<file path="config.mk">
export PLATFORM = sky130hd
export DESIGN_NAME = ir_packet_sequencer_flat
export DESIGN_NICKNAME = d
export VERILOG_FILES = /design/src/rtl/ir_pkg.sv /design/src/rtl/ir_packet_sequencer_if.sv /design/src/rtl/ir_field_timer.sv /design/src/rtl/ir_packet_sequencer.sv /design/src/flat_wrapper.sv
export SDC_FILE = /design/constraint.sdc
export NUM_CORES = 1
export LEC_CHECK = 0
export BUFFER_PORTS_ARGS = -buffer_cell sky130_fd_sc_hd__buf_2
export CAP_MARGIN = 10
export CORE_ASPECT_RATIO = 0.5
export CORE_MARGIN = 2
export CORE_UTILIZATION = 40
export DETAILED_ROUTE_END_ITERATION = 6
export PLACE_DENSITY = 0.56
export SLEW_MARGIN = 20
export SYNTH_ARGS = -nofsm -noshare
export SYNTH_HDL_FRONTEND = slang
export SYNTH_SLANG_ARGS = --single-unit
</file>
<file path="constraint.sdc">
create_clock -name sys_clk -period 5.35 [get_ports sys_clk]
set_clock_uncertainty 0.05 [all_clocks]
set_input_delay 0.535 -clock sys_clk [delete_from_list [all_inputs] [get_ports sys_clk]]
set_output_delay 0.535 -clock sys_clk [all_outputs]
set_load 0.02 [all_outputs]
</file>
<file path="src/rtl/ir_pkg.sv">
// rtl/ir_pkg.sv - shared types and constants for the IR packet sequencer
package ir_pkg;

  typedef enum logic [3:0] {
    S_IDLE, S_START, S_GAP0, S_SELECT, S_GAP1, S_RIGHT, S_GAP2,
    S_LEFT, S_GAP3, S_BACK, S_GAP4, S_FWD, S_GAP5
  } ir_state_e;

  localparam int CMD_RIGHT = 0;
  localparam int CMD_LEFT  = 1;
  localparam int CMD_BACK  = 2;
  localparam int CMD_FWD   = 3;

  typedef struct packed {
    logic [7:0] start_len;
    logic [7:0] select_len;
    logic [7:0] gap_len;
    logic [7:0] assert_len;
    logic [7:0] deassert_len;
  } ir_lens_t;

  // Field lengths in carrier periods, one set per car colour.
  localparam ir_lens_t LENS_RED    = '{8'd191, 8'd47, 8'd25, 8'd47, 8'd22};
  localparam ir_lens_t LENS_BLUE   = '{8'd191, 8'd71, 8'd25, 8'd47, 8'd22};
  localparam ir_lens_t LENS_GREEN  = '{8'd191, 8'd95, 8'd25, 8'd47, 8'd22};
  localparam ir_lens_t LENS_YELLOW = '{8'd191, 8'd119, 8'd25, 8'd47, 8'd22};

  function automatic logic is_burst_state(input ir_state_e s);
    return (s == S_START) || (s == S_SELECT) || (s == S_RIGHT) ||
           (s == S_LEFT) || (s == S_BACK) || (s == S_FWD);
  endfunction

endpackage

</file>
<file path="src/rtl/ir_packet_sequencer_if.sv">
// rtl/ir_packet_sequencer_if.sv - trigger, carrier and LED signals of the sequencer
interface ir_packet_sequencer_if;
  logic       carrier_clk;
  logic       carrier_pulse;
  logic       send_pulse;
  logic [3:0] command;
  logic       ir_led;
  logic       busy;
  logic       packet_done;

  modport master (
    output carrier_clk, carrier_pulse, send_pulse, command,
    input  ir_led, busy, packet_done
  );

  modport slave (
    input  carrier_clk, carrier_pulse, send_pulse, command,
    output ir_led, busy, packet_done
  );
endinterface

</file>
<file path="src/rtl/ir_field_timer.sv">
// rtl/ir_field_timer.sv - counts carrier periods within one packet field
module ir_field_timer #(
  parameter int COUNT_WIDTH = 8
) (
  input  logic                   sys_clk,
  input  logic                   reset,
  input  logic                   clear,
  input  logic                   carrier_pulse,
  input  logic [COUNT_WIDTH-1:0] len,
  output logic                   done,
  output logic [COUNT_WIDTH-1:0] count
);

  logic last;

  assign last = (count == len - COUNT_WIDTH'(1));
  assign done = carrier_pulse && last;

  always_ff @(posedge sys_clk) begin
    if (reset || clear) begin
      count <= '0;
    end else if (carrier_pulse) begin
      count <= last ? '0 : count + COUNT_WIDTH'(1);
    end
  end

endmodule

</file>
<file path="src/rtl/ir_packet_sequencer.sv">
// rtl/ir_packet_sequencer.sv - sequences one modulated IR packet per trigger
module ir_packet_sequencer
  import ir_pkg::*;
#(
  parameter int                     COUNT_WIDTH  = 8,
  parameter logic [COUNT_WIDTH-1:0] START_LEN    = COUNT_WIDTH'(191),
  parameter logic [COUNT_WIDTH-1:0] SELECT_LEN   = COUNT_WIDTH'(47),
  parameter logic [COUNT_WIDTH-1:0] GAP_LEN      = COUNT_WIDTH'(25),
  parameter logic [COUNT_WIDTH-1:0] ASSERT_LEN   = COUNT_WIDTH'(47),
  parameter logic [COUNT_WIDTH-1:0] DEASSERT_LEN = COUNT_WIDTH'(22)
) (
  input  logic                  sys_clk,
  input  logic                  reset,
  ir_packet_sequencer_if.slave  bus
);

  ir_state_e              state, next_state;
  logic [3:0]             cmd_q;
  logic [COUNT_WIDTH-1:0] len;
  logic [COUNT_WIDTH-1:0] count;
  logic                   clear;
  logic                   done;
  logic                   burst;
  logic                   last_field;
  logic                   led_q;
  logic                   done_q;

  ir_field_timer #(.COUNT_WIDTH(COUNT_WIDTH)) u_timer (
    .sys_clk       (sys_clk),
    .reset         (reset),
    .clear         (clear),
    .carrier_pulse (bus.carrier_pulse),
    .len           (len),
    .done          (done),
    .count         (count)
  );

  always_comb begin
    next_state = state;
    len        = GAP_LEN;
    clear      = 1'b0;
    burst      = is_burst_state(state);
    unique case (state)
      S_IDLE: begin
        clear = 1'b1;
        if (bus.send_pulse) next_state = S_START;
      end
      S_START:  len = START_LEN;
      S_SELECT: len = SELECT_LEN;
      S_RIGHT:  len = cmd_q[CMD_RIGHT] ? ASSERT_LEN : DEASSERT_LEN;
      S_LEFT:   len = cmd_q[CMD_LEFT]  ? ASSERT_LEN : DEASSERT_LEN;
      S_BACK:   len = cmd_q[CMD_BACK]  ? ASSERT_LEN : DEASSERT_LEN;
      S_FWD:    len = cmd_q[CMD_FWD]   ? ASSERT_LEN : DEASSERT_LEN;
      default:  len = GAP_LEN;
    endcase
    // Fields are declared in order, so every advance is state+1 except the wrap.
    if (state != S_IDLE && done) begin
      next_state = (state == S_GAP5) ? S_IDLE : ir_state_e'(state + 4'd1);
    end
    last_field = (state == S_GAP5) && done;
  end

  always_ff @(posedge sys_clk) begin
    if (reset) begin
      state  <= S_IDLE;
      cmd_q  <= '0;
      led_q  <= 1'b0;
      done_q <= 1'b0;
    end else begin
      state  <= next_state;
      led_q  <= burst && bus.carrier_clk;
      done_q <= last_field;
      if (state == S_IDLE && bus.send_pulse) cmd_q <= bus.command;
      lens_nonzero: assert (START_LEN != '0 && SELECT_LEN != '0 && GAP_LEN != '0 &&
                            ASSERT_LEN != '0 && DEASSERT_LEN != '0)
        else $error("ir_packet_sequencer: zero field length parameter");
      count_in_range: assert (state == S_IDLE || count < len)
        else $error("ir_packet_sequencer: field counter beyond length");
    end
  end

  assign bus.ir_led      = led_q;
  assign bus.packet_done = done_q;
  assign bus.busy        = (state != S_IDLE);

endmodule

</file>
<file path="src/flat_wrapper.sv">
// flat-port wrapper written by rule: the top's interface ports become plain ports
module ir_packet_sequencer_flat import ir_pkg::*;
#(
  parameter int                     COUNT_WIDTH  = 8,
  parameter logic [COUNT_WIDTH-1:0] START_LEN    = COUNT_WIDTH'(191),
  parameter logic [COUNT_WIDTH-1:0] SELECT_LEN   = COUNT_WIDTH'(47),
  parameter logic [COUNT_WIDTH-1:0] GAP_LEN      = COUNT_WIDTH'(25),
  parameter logic [COUNT_WIDTH-1:0] ASSERT_LEN   = COUNT_WIDTH'(47),
  parameter logic [COUNT_WIDTH-1:0] DEASSERT_LEN = COUNT_WIDTH'(22)
)
  (sys_clk, reset, bus_carrier_clk, bus_carrier_pulse, bus_send_pulse, bus_command, bus_ir_led, bus_busy, bus_packet_done);
  ir_packet_sequencer_if bus_i ();
  input  logic sys_clk;
  input  logic reset;
  input wire logic [$bits(bus_i.carrier_clk)-1:0] bus_carrier_clk;
  input wire logic [$bits(bus_i.carrier_pulse)-1:0] bus_carrier_pulse;
  input wire logic [$bits(bus_i.send_pulse)-1:0] bus_send_pulse;
  input wire logic [$bits(bus_i.command)-1:0] bus_command;
  output wire logic [$bits(bus_i.ir_led)-1:0] bus_ir_led;
  output wire logic [$bits(bus_i.busy)-1:0] bus_busy;
  output wire logic [$bits(bus_i.packet_done)-1:0] bus_packet_done;
  assign bus_i.carrier_clk = bus_carrier_clk;
  assign bus_i.carrier_pulse = bus_carrier_pulse;
  assign bus_i.send_pulse = bus_send_pulse;
  assign bus_i.command = bus_command;
  assign bus_ir_led = bus_i.ir_led;
  assign bus_busy = bus_i.busy;
  assign bus_packet_done = bus_i.packet_done;
  ir_packet_sequencer #(.COUNT_WIDTH(COUNT_WIDTH), .START_LEN(START_LEN), .SELECT_LEN(SELECT_LEN), .GAP_LEN(GAP_LEN), .ASSERT_LEN(ASSERT_LEN), .DEASSERT_LEN(DEASSERT_LEN)) u_core (.sys_clk(sys_clk), .reset(reset), .bus(bus_i));
endmodule
</file>
Word level (Yosys, flattened, before mapping)
Index checks and enable logic that the tools add are counted.

Register bits: 18. Input port bits: 9. Output and inout port bits: 3. Word-level logic and storage cells: 43.

Add/sub/neg operators: 3. Eq/ne operators: 8. Multiplexer cells: 11. Reductions and logical operators: 16.

Operators by type and width (count): one-hot mux 8 bit (6 select lines) (1); 2-to-1 mux 6 bit (4); 2-to-1 mux 4 bit (4); equality test 4 bit, second input constant (3); adder 8 x 1 -> 8 bit, second input constant (1); equality test 4 x 3 -> 1 bit, second input constant (2); equality test 8 bit (1); 2-to-1 mux 8 bit (1); subtractor 8 x 1 -> 8 bit, second input constant (1); logical OR 1 bit (6); logical AND 1 bit (5); adder 4 x 1 -> 4 bit, second input constant (1); equality test 4 x 1 -> 1 bit, second input constant (1); equality test 4 x 2 -> 1 bit, second input constant (1); logical NOT 4 bit (1); nonzero test 2 bit (2); nonzero test 4 bit (1); AND reduction 2 bit (1); 2-to-1 mux 1 bit (1).

Longest topological paths before layout
Gate-level depths: netlist (run 1).

Depth in word-level cells: 8. Depth in mapped cells: 8. Depth with buffers taken out: 8.

By module
Synthesis (run 1) repeated with hierarchy kept, for this count alone.

Cells, all modules: 159. Area total of the unflattened synthesis: 1332.5 um2.

By module, submodules not included: ir_field_timer (instances 1, cells an instance 84, area each 721.9 um2, sequential area each 160.2 um2); ir_packet_sequencer (instances 1, cells an instance 75, area each 610.6 um2, sequential area each 200.2 um2).

Worst setup path before layout (run 1)
Ideal clock, no wire load.

Path kind: flip-flop to flip-flop. From: register u_core.state[0]. To: register u_core.state[2]. Setup time: 0.129 ns. Arrival: 1.900 ns. Required time: 5.171 ns. Path slack: 3.272 ns. Stages on the path, launching flop included: 8. Buffers on the path: 0. Period minus slack after synthesis: 2.078 ns. Cell sequence: dfxtp_1 -> ha_1 -> nor3b_1 -> xnor2_1 -> o2111ai_2 -> or3_1 -> nor4b_2 -> o32ai_1.

Longest elaborated chain between the ends: 8. Elaborated cells between the ends (all ways): 20. Those cells by class: add/sub (2); eq/ne (8); mux (3); reduce/logical (7).

RTL lines: from (decl) (RTL line ir_packet_sequencer.sv:17) `ir_state_e state, next_state;`; from (signal assigned) (RTL line ir_packet_sequencer.sv:70) `state <= next_state;`; equality test 4 bit, or another cell as far along (RTL line ir_packet_sequencer.sv:43) `unique case (state)`; one-hot mux 8 bit (6 select lines) (RTL line ir_packet_sequencer.sv:43); subtractor 8 x 1 -> 8 bit (RTL line ir_field_timer.sv:16) `assign last = (count == len - COUNT_WIDTH'(1));`; equality test 8 bit (RTL line ir_field_timer.sv:16); logical AND 1 bit (RTL line ir_field_timer.sv:17) `assign done = carrier_pulse && last;`; logical AND 1 bit (RTL line ir_packet_sequencer.sv:57) `if (state != S_IDLE && done) begin`; nonzero test 2 bit (no source line); AND reduction 2 bit (no source line).

Several ways; a longest one is shown, not always the timed one. A chain may end at the register's enable or synchronous reset.

Final worst setup path (run 1)
Same ends and word-level chain as after synthesis.

==> metrics, run 1 <==
Hold Path End=u_core.cmd_q[3]; arrival time of the worst setup path=2.46 ns; Initial Util=43.1%; fin crit share=44.2%; Fin. Hold Viols=0; slowest stage delay, CP=0.46 ns; hold_buf cts=0; CTS sink cnt=18; largest net degree at the start of global routing=15; vias after detailed routing=1008; IO Pins=12; maxcap violations=0; outcome=finished, final reports clean; # setup viols final=0; CTS resizes=0; most frequent cells in the layout=dfxtp_1, a21oi_1, buf_2, nand2_1; routed vias/inst=5.54; H-tree depth=1; Critical Path Start Type=flop; clk root buf=clkbuf_8; RSZ-0062 raised after global routing=false; internal power=0.201 mW; Fillers=266; Worst setup EP type=flop; drt pass-1 iters=5; switching pwr=0.0670 mW; GR Overflow Total=0; DRT iter0 DRCs=46; Final Wtd Congestion=0.790; average wire per standard cell=13.7 um; core area=2650 um2; all-layer global routing usage=16.9%; row cnt=13; Reg area=360 um2; Final nets=160; post-layout min period=2.37 ns; final HPWL from detailed placement=1890 um; Primary FF master, synth=dfxtp_1; worst r2r src=u_core.state[0]; WP data required=5.44 ns; relative slew slack=69.1%; ys async rst share=0%; power share of the clock group=35.0%; met1 WL=1360 um; Synth Area in Compound Gates=19.9%; crit-path max FO=6; final worst slack=2.98 ns; post-synth net total=147; Simple-Gate Fraction of Synth Area=33.6%; Post-CTS Setup Bufs=0; Peak VDD IR=0.0894 mV; number of enable flip-flop cells after synthesis=0; Slew Limit Fails=0; crit-path cells=ha_1, nor3b_1, xnor2_1, o2111ai_2, or3_1, nor4b_2, o32ai_1; WL met3=101 um; setup TNS=0 ns; critical path type=reg2reg; first-pass GRT wire length=4270 um; DR DRC count=0; largest family of logic cells by synthesized area=simple AND/OR/NAND/NOR gates; final WL=2500 um; Worst-Skew Late Latency=0.26 ns; Synth Area in Adders=4.38%; Setup WS pre-CTS=3.01 ns; xor/xnor share of the synthesized area=3.83%; vias in the first global route=900; die height=41.8 um; sequential fraction of the synthesis area=31.5%; RR Endpoint=u_core.state[2]; Slew @ Worst Pin=0.462 ns; Mapped Area=1140 um2; Clk pin slew, worst setup/hold paths=0.07 ns; Top Metal Used=met4; Antenna Cells=0; worst hold path class=reg2reg; Worst Hold Path Cells=2; Die X=79.6 um; CTS tree=yes; leakage=0.492 nW; Sequential Power Share=52.2%; post-synthesis mux area share=3.50%; commonest non-fill, non-tap cell in the layout=dfxtp_1; Syn-to-layout area delta=11.2%; YS warnings=0; worst hold start=u_core.cmd_q[3]; Die Area=3330 um2; switching share of power=25.0%; met2 WL=1010 um; cell area power density=211 nW/um2; post-synth cell types=48; Max Buffers Root-to-Sink=2; R2R depth=7; I/O Buffers=11; total CTS buffers=3; Combinational Power Share=12.7%; CP max-delay cell=or3_1; reg2reg setup slack=2.98 ns; Syn Inst Count=134; achievable frequency=422 MHz; syn avg cell area=8.53 um2; proportion of layout cells with a drive suffix above 1=18.6%; area of the multi-input gates=746 um2; initial antenna violation count=0; #FFs+latches synth=18; ANT nets after route=0
[cells by family after synthesis]
family,Yosys count
xor+xnor,5
buf+inv,9
flops,18
compound gates,32
fa+ha+maj,4
simple gates,63
mux,3
[worst max-delay path: cells and delay by family (launching register included)]
kind,cells,cell delay (ns)
AOI/OAI and AO/OA,2,0.26
and+or+nand+nor,3,1.03
DFF,1,0.43
adders and majority gates,1,0.30
xor gates and xnor gates,1,0.17
[per-stage QoR]
step                power, mW  std cells  cell area (um2)  hold slack [ns]  util (%)
global placement        0.177        179             1230            0.392      46.4
global route            0.284        182             1270            0.453      47.9
detailed placement      0.177        179             1230            0.398      46.4
finish                  0.268        182             1270            0.405      47.9
CTS                     0.272        182             1270            0.408      47.9
floorplan               0.167        134             1140            0.381         -
[power by group through the flow]
stage                     sequential, mW  clock [mW]  combinational (mW)
after CTS                          0.140      0.0981              0.0343
after global placement             0.143           0              0.0341
after floorplan                    0.143           0              0.0240
final                              0.140      0.0939              0.0342
after detailed placement           0.143           0              0.0342
after global routing               0.140       0.106              0.0380
[cells in the mapped netlist, types with 2 or more instances]
master	n	area, um2
nand3_2	2	20.0
clkbuf_1	2	7.51
dfxtp_1	18	360
mux2_4	2	30.0
nand2_1	10	37.5
inv_1	6	22.5
a21oi_1	13	65.1
o22ai_1	2	12.5
nand2b_1	8	50.1
ha_1	4	50.1
nor2_1	7	26.3
a2bb2oi_1	2	17.5
nand3_1	8	40.0
xnor2_1	3	26.3
xor2_1	2	17.5
nor3b_1	2	15.0
and3_1	6	37.5
nand4_1	3	18.8
nor2b_1	5	31.3
[state kept, by name, indices dropped and copies added (netlist names)]
name,cells
u_core.state,4
u_core.cmd_q,4
u_core.bus.packet_done,1
u_core.u_timer.count,8
u_core.bus.ir_led,1
[layout make-up]
type	count	share of cell area (%)
Clock buffer	3	3.25
Inverter	6	1.77
Sequential cell	18	28.3
Tap cell	37	3.64
Timing Repair Buffer	11	4.33
Multi-Input combinational cell	107	58.7
[worst max path at each step]
stage / startpoint / endpoint / cells after the start
2_1_floorplan: u_core.state[0] / u_core.state[2] / 7
3_5_place_dp: u_core.state[0] / u_core.u_timer.count[4] / 7
5_1_grt: u_core.state[0] / u_core.u_timer.count[4] / 7
4_1_cts: u_core.state[0] / u_core.u_timer.count[4] / 7
3_3_place_gp: u_core.state[1] / u_core.state[2] / 8
6_report: u_core.state[0] / u_core.state[2] / 7
[per-layer routing]
layer	vias to the layer above	global-route usage (%)
li1	517	-
met1	473	24.3
met2	14	24.0
met3	4	5.87
met4	0	4.14
met5	-	0
Note: power is estimated with default switching activity, not from simulation.
==> run 2, diff against run 1 <==
Settings changed: PLACE_DENSITY 0.56 to 0.58.
Clock period 5.35 ns to 1.9 ns, I/O delays scaled along.
==> run 2 against run 1 <==
Combinational power increased to 4.3 times the previous value. Maximum frequency increased by 13%. Via count increased by 12%. Utilization increased by 14 points. Final cell count increased by 15%. Largest power group unchanged. Setup slack got worse by 3.2 ns. Non-clock buffer count increased by 27. Hold slack got worse by 0.29 ns. Critical path depth increased by 3. The run now ends with negative setup slack left.
==> metrics, run 2 (same netlist as run 1, synthesis figures left out) <==
Clk pin slew, worst setup/hold paths=0.08 ns; Fin. Hold Viols=0; Worst setup EP type=flop; commonest non-fill, non-tap cell in the layout=buf_4; most frequent cells in the layout=buf_4, dfxtp_1, a21oi_1, buf_2, nand2_1; crit-path cells=inv_4, ha_4, buf_4, a32oi_4, and3_4, nor3_4, buf_6, buf_4, a21o_1, a311oi_1; all-layer global routing usage=19.4%; final HPWL from detailed placement=2170 um; vias after detailed routing=1131; fin crit share=111%; vias in the first global route=1028; total CTS buffers=3; achievable frequency=475 MHz; relative slew slack=78.1%; IO Pins=12; initial antenna violation count=0; drt pass-1 iters=4; ANT nets after route=0; most frequent CP cell=buf_4; # setup viols final=9; H-tree depth=1; slowest stage delay, CP=0.38 ns; Die X=79.6 um; outcome=finished with violations; DR DRC count=0; Initial Util=43.1%; critical path type=reg2reg; final worst slack=-0.203 ns; Max Buffers Root-to-Sink=2; first-pass GRT wire length=4890 um; arrival time of the worst setup path=2.23 ns; Critical Path Start Type=flop; Syn-to-layout area delta=44.4%; die height=41.8 um; average wire per standard cell=14.6 um; maxcap violations=0; Final Wtd Congestion=0.864; Placed Cells incl. Taps=203; GR Overflow Total=0; Antenna Cells=0; Placed Area=1460 um2; biggest registers after layout=u_core.u_timer.count x8, u_core.cmd_q x4, u_core.state x4; final WL=3060 um; fin area=1650 um2; max FFs per register=8; CTS tree=yes; RSZ-0062 raised after global routing=true; WP data required=2.03 ns; DRT iter0 DRCs=85; setup TNS=-1.26 ns; I/O Buffers=11; post-layout min period=2.10 ns; leakage=0.648 nW; Slew Limit Fails=0; Final Instance Count excl. Fillers=210; cell area power density=528 nW/um2; hold_buf cts=0; proportion of layout cells with a drive suffix above 1=41.6%; largest net degree at the start of global routing=15; Die Area=3330 um2; CP max-delay cell=dfxtp_4; Worst-Skew Late Latency=0.26 ns; Biggest register=u_core.u_timer.count; Final nets=187; routed vias/inst=5.39; core area=2650 um2; worst hold path class=in2reg; failing checks=negative setup slack; clk root buf=clkbuf_8; Peak VDD IR=0.207 mV; row cnt=13; crit-path max FO=5; Slew @ Worst Pin=0.327 ns; CTS sink cnt=18
[run 2: changes by cell type in the layout (fill, tap and decap cells not counted), sizes merged]
| cell | change |
|---|---|
| buf | +27 |
| clkbuf | +1 |
[run 2: final cells by class]
class	count	area, um2
clock buffer	4	55.1
fill	234	1000
inverter	6	25.0
multi-input combinational	107	893
sequential	18	367
tap	37	46.3
timing repair buffer	38	265
[run 2: metrics by stage]
step                      util (%)  power [mW]  hold slack, ns  setup slack, ns
final                         62.3       0.872           0.114           -0.203
after global routing          62.3       0.908           0.129           -0.352
after CTS                     58.3       0.862           0.119           -0.182
after detailed placement      55.0       0.528           0.395           -0.164
after global placement        55.0       0.527           0.384           -0.136
after floorplan                  -       0.473           0.287          -0.0631
[run 2: worst paths after layout]
| path | slack (ns) | cells after the start | end | startpoint |
|---|---|---|---|---|
| setup / recovery | -0.20 | 10 | u_core.u_timer.count[3] | u_core.state[1] |
| hold / removal | 0.11 | 2 | u_core.bus.ir_led | bus_carrier_clk |
| setup reg to reg | -0.20 | 10 | u_core.u_timer.count[3] | u_core.state[1] |
| hold reg to reg | 0.41 | 2 | u_core.cmd_q[3] | u_core.cmd_q[3] |
[run 2: critical path: cells and delay by family, from the launching register on]
kind | cells | cell delay, ns
AOI/OAI and AO/OA | 3 | 0.66
DFF | 1 | 0.38
buffers and inverters | 4 | 0.44
adders and majority gates | 1 | 0.17
and+or+nand+nor | 2 | 0.29
[run 2: layer usage]
metal | wire (um) | GRT usage (%)
met1 | 1480 | 26.5
met2 | 1390 | 29.9
met3 | 158 | 5.87
met4 | 25 | 4.83
met5 | 0 | 0
[run 2: repair_timing]
| action | 4_1_cts | 5_1_grt |
|---|---|---|
| cloned | 0 | 0 |
| gates resized for setup | 4 | 13 |
| buffers inserted | 1 | 2 |
| setup endpoints to repair | 13 | 13 |
| pin swaps | 7 | 3 |
[run 2: where the power goes]
| part | leakage [nW] | internal, mW | switching, mW | total, mW |
|---|---|---|---|---|
| sequential | 0.148 | 0.385 | 0.00775 | 0.392 |
| clock | 0.0288 | 0.185 | 0.149 | 0.334 |
| combinational | 0.472 | 0.0716 | 0.0740 | 0.146 |
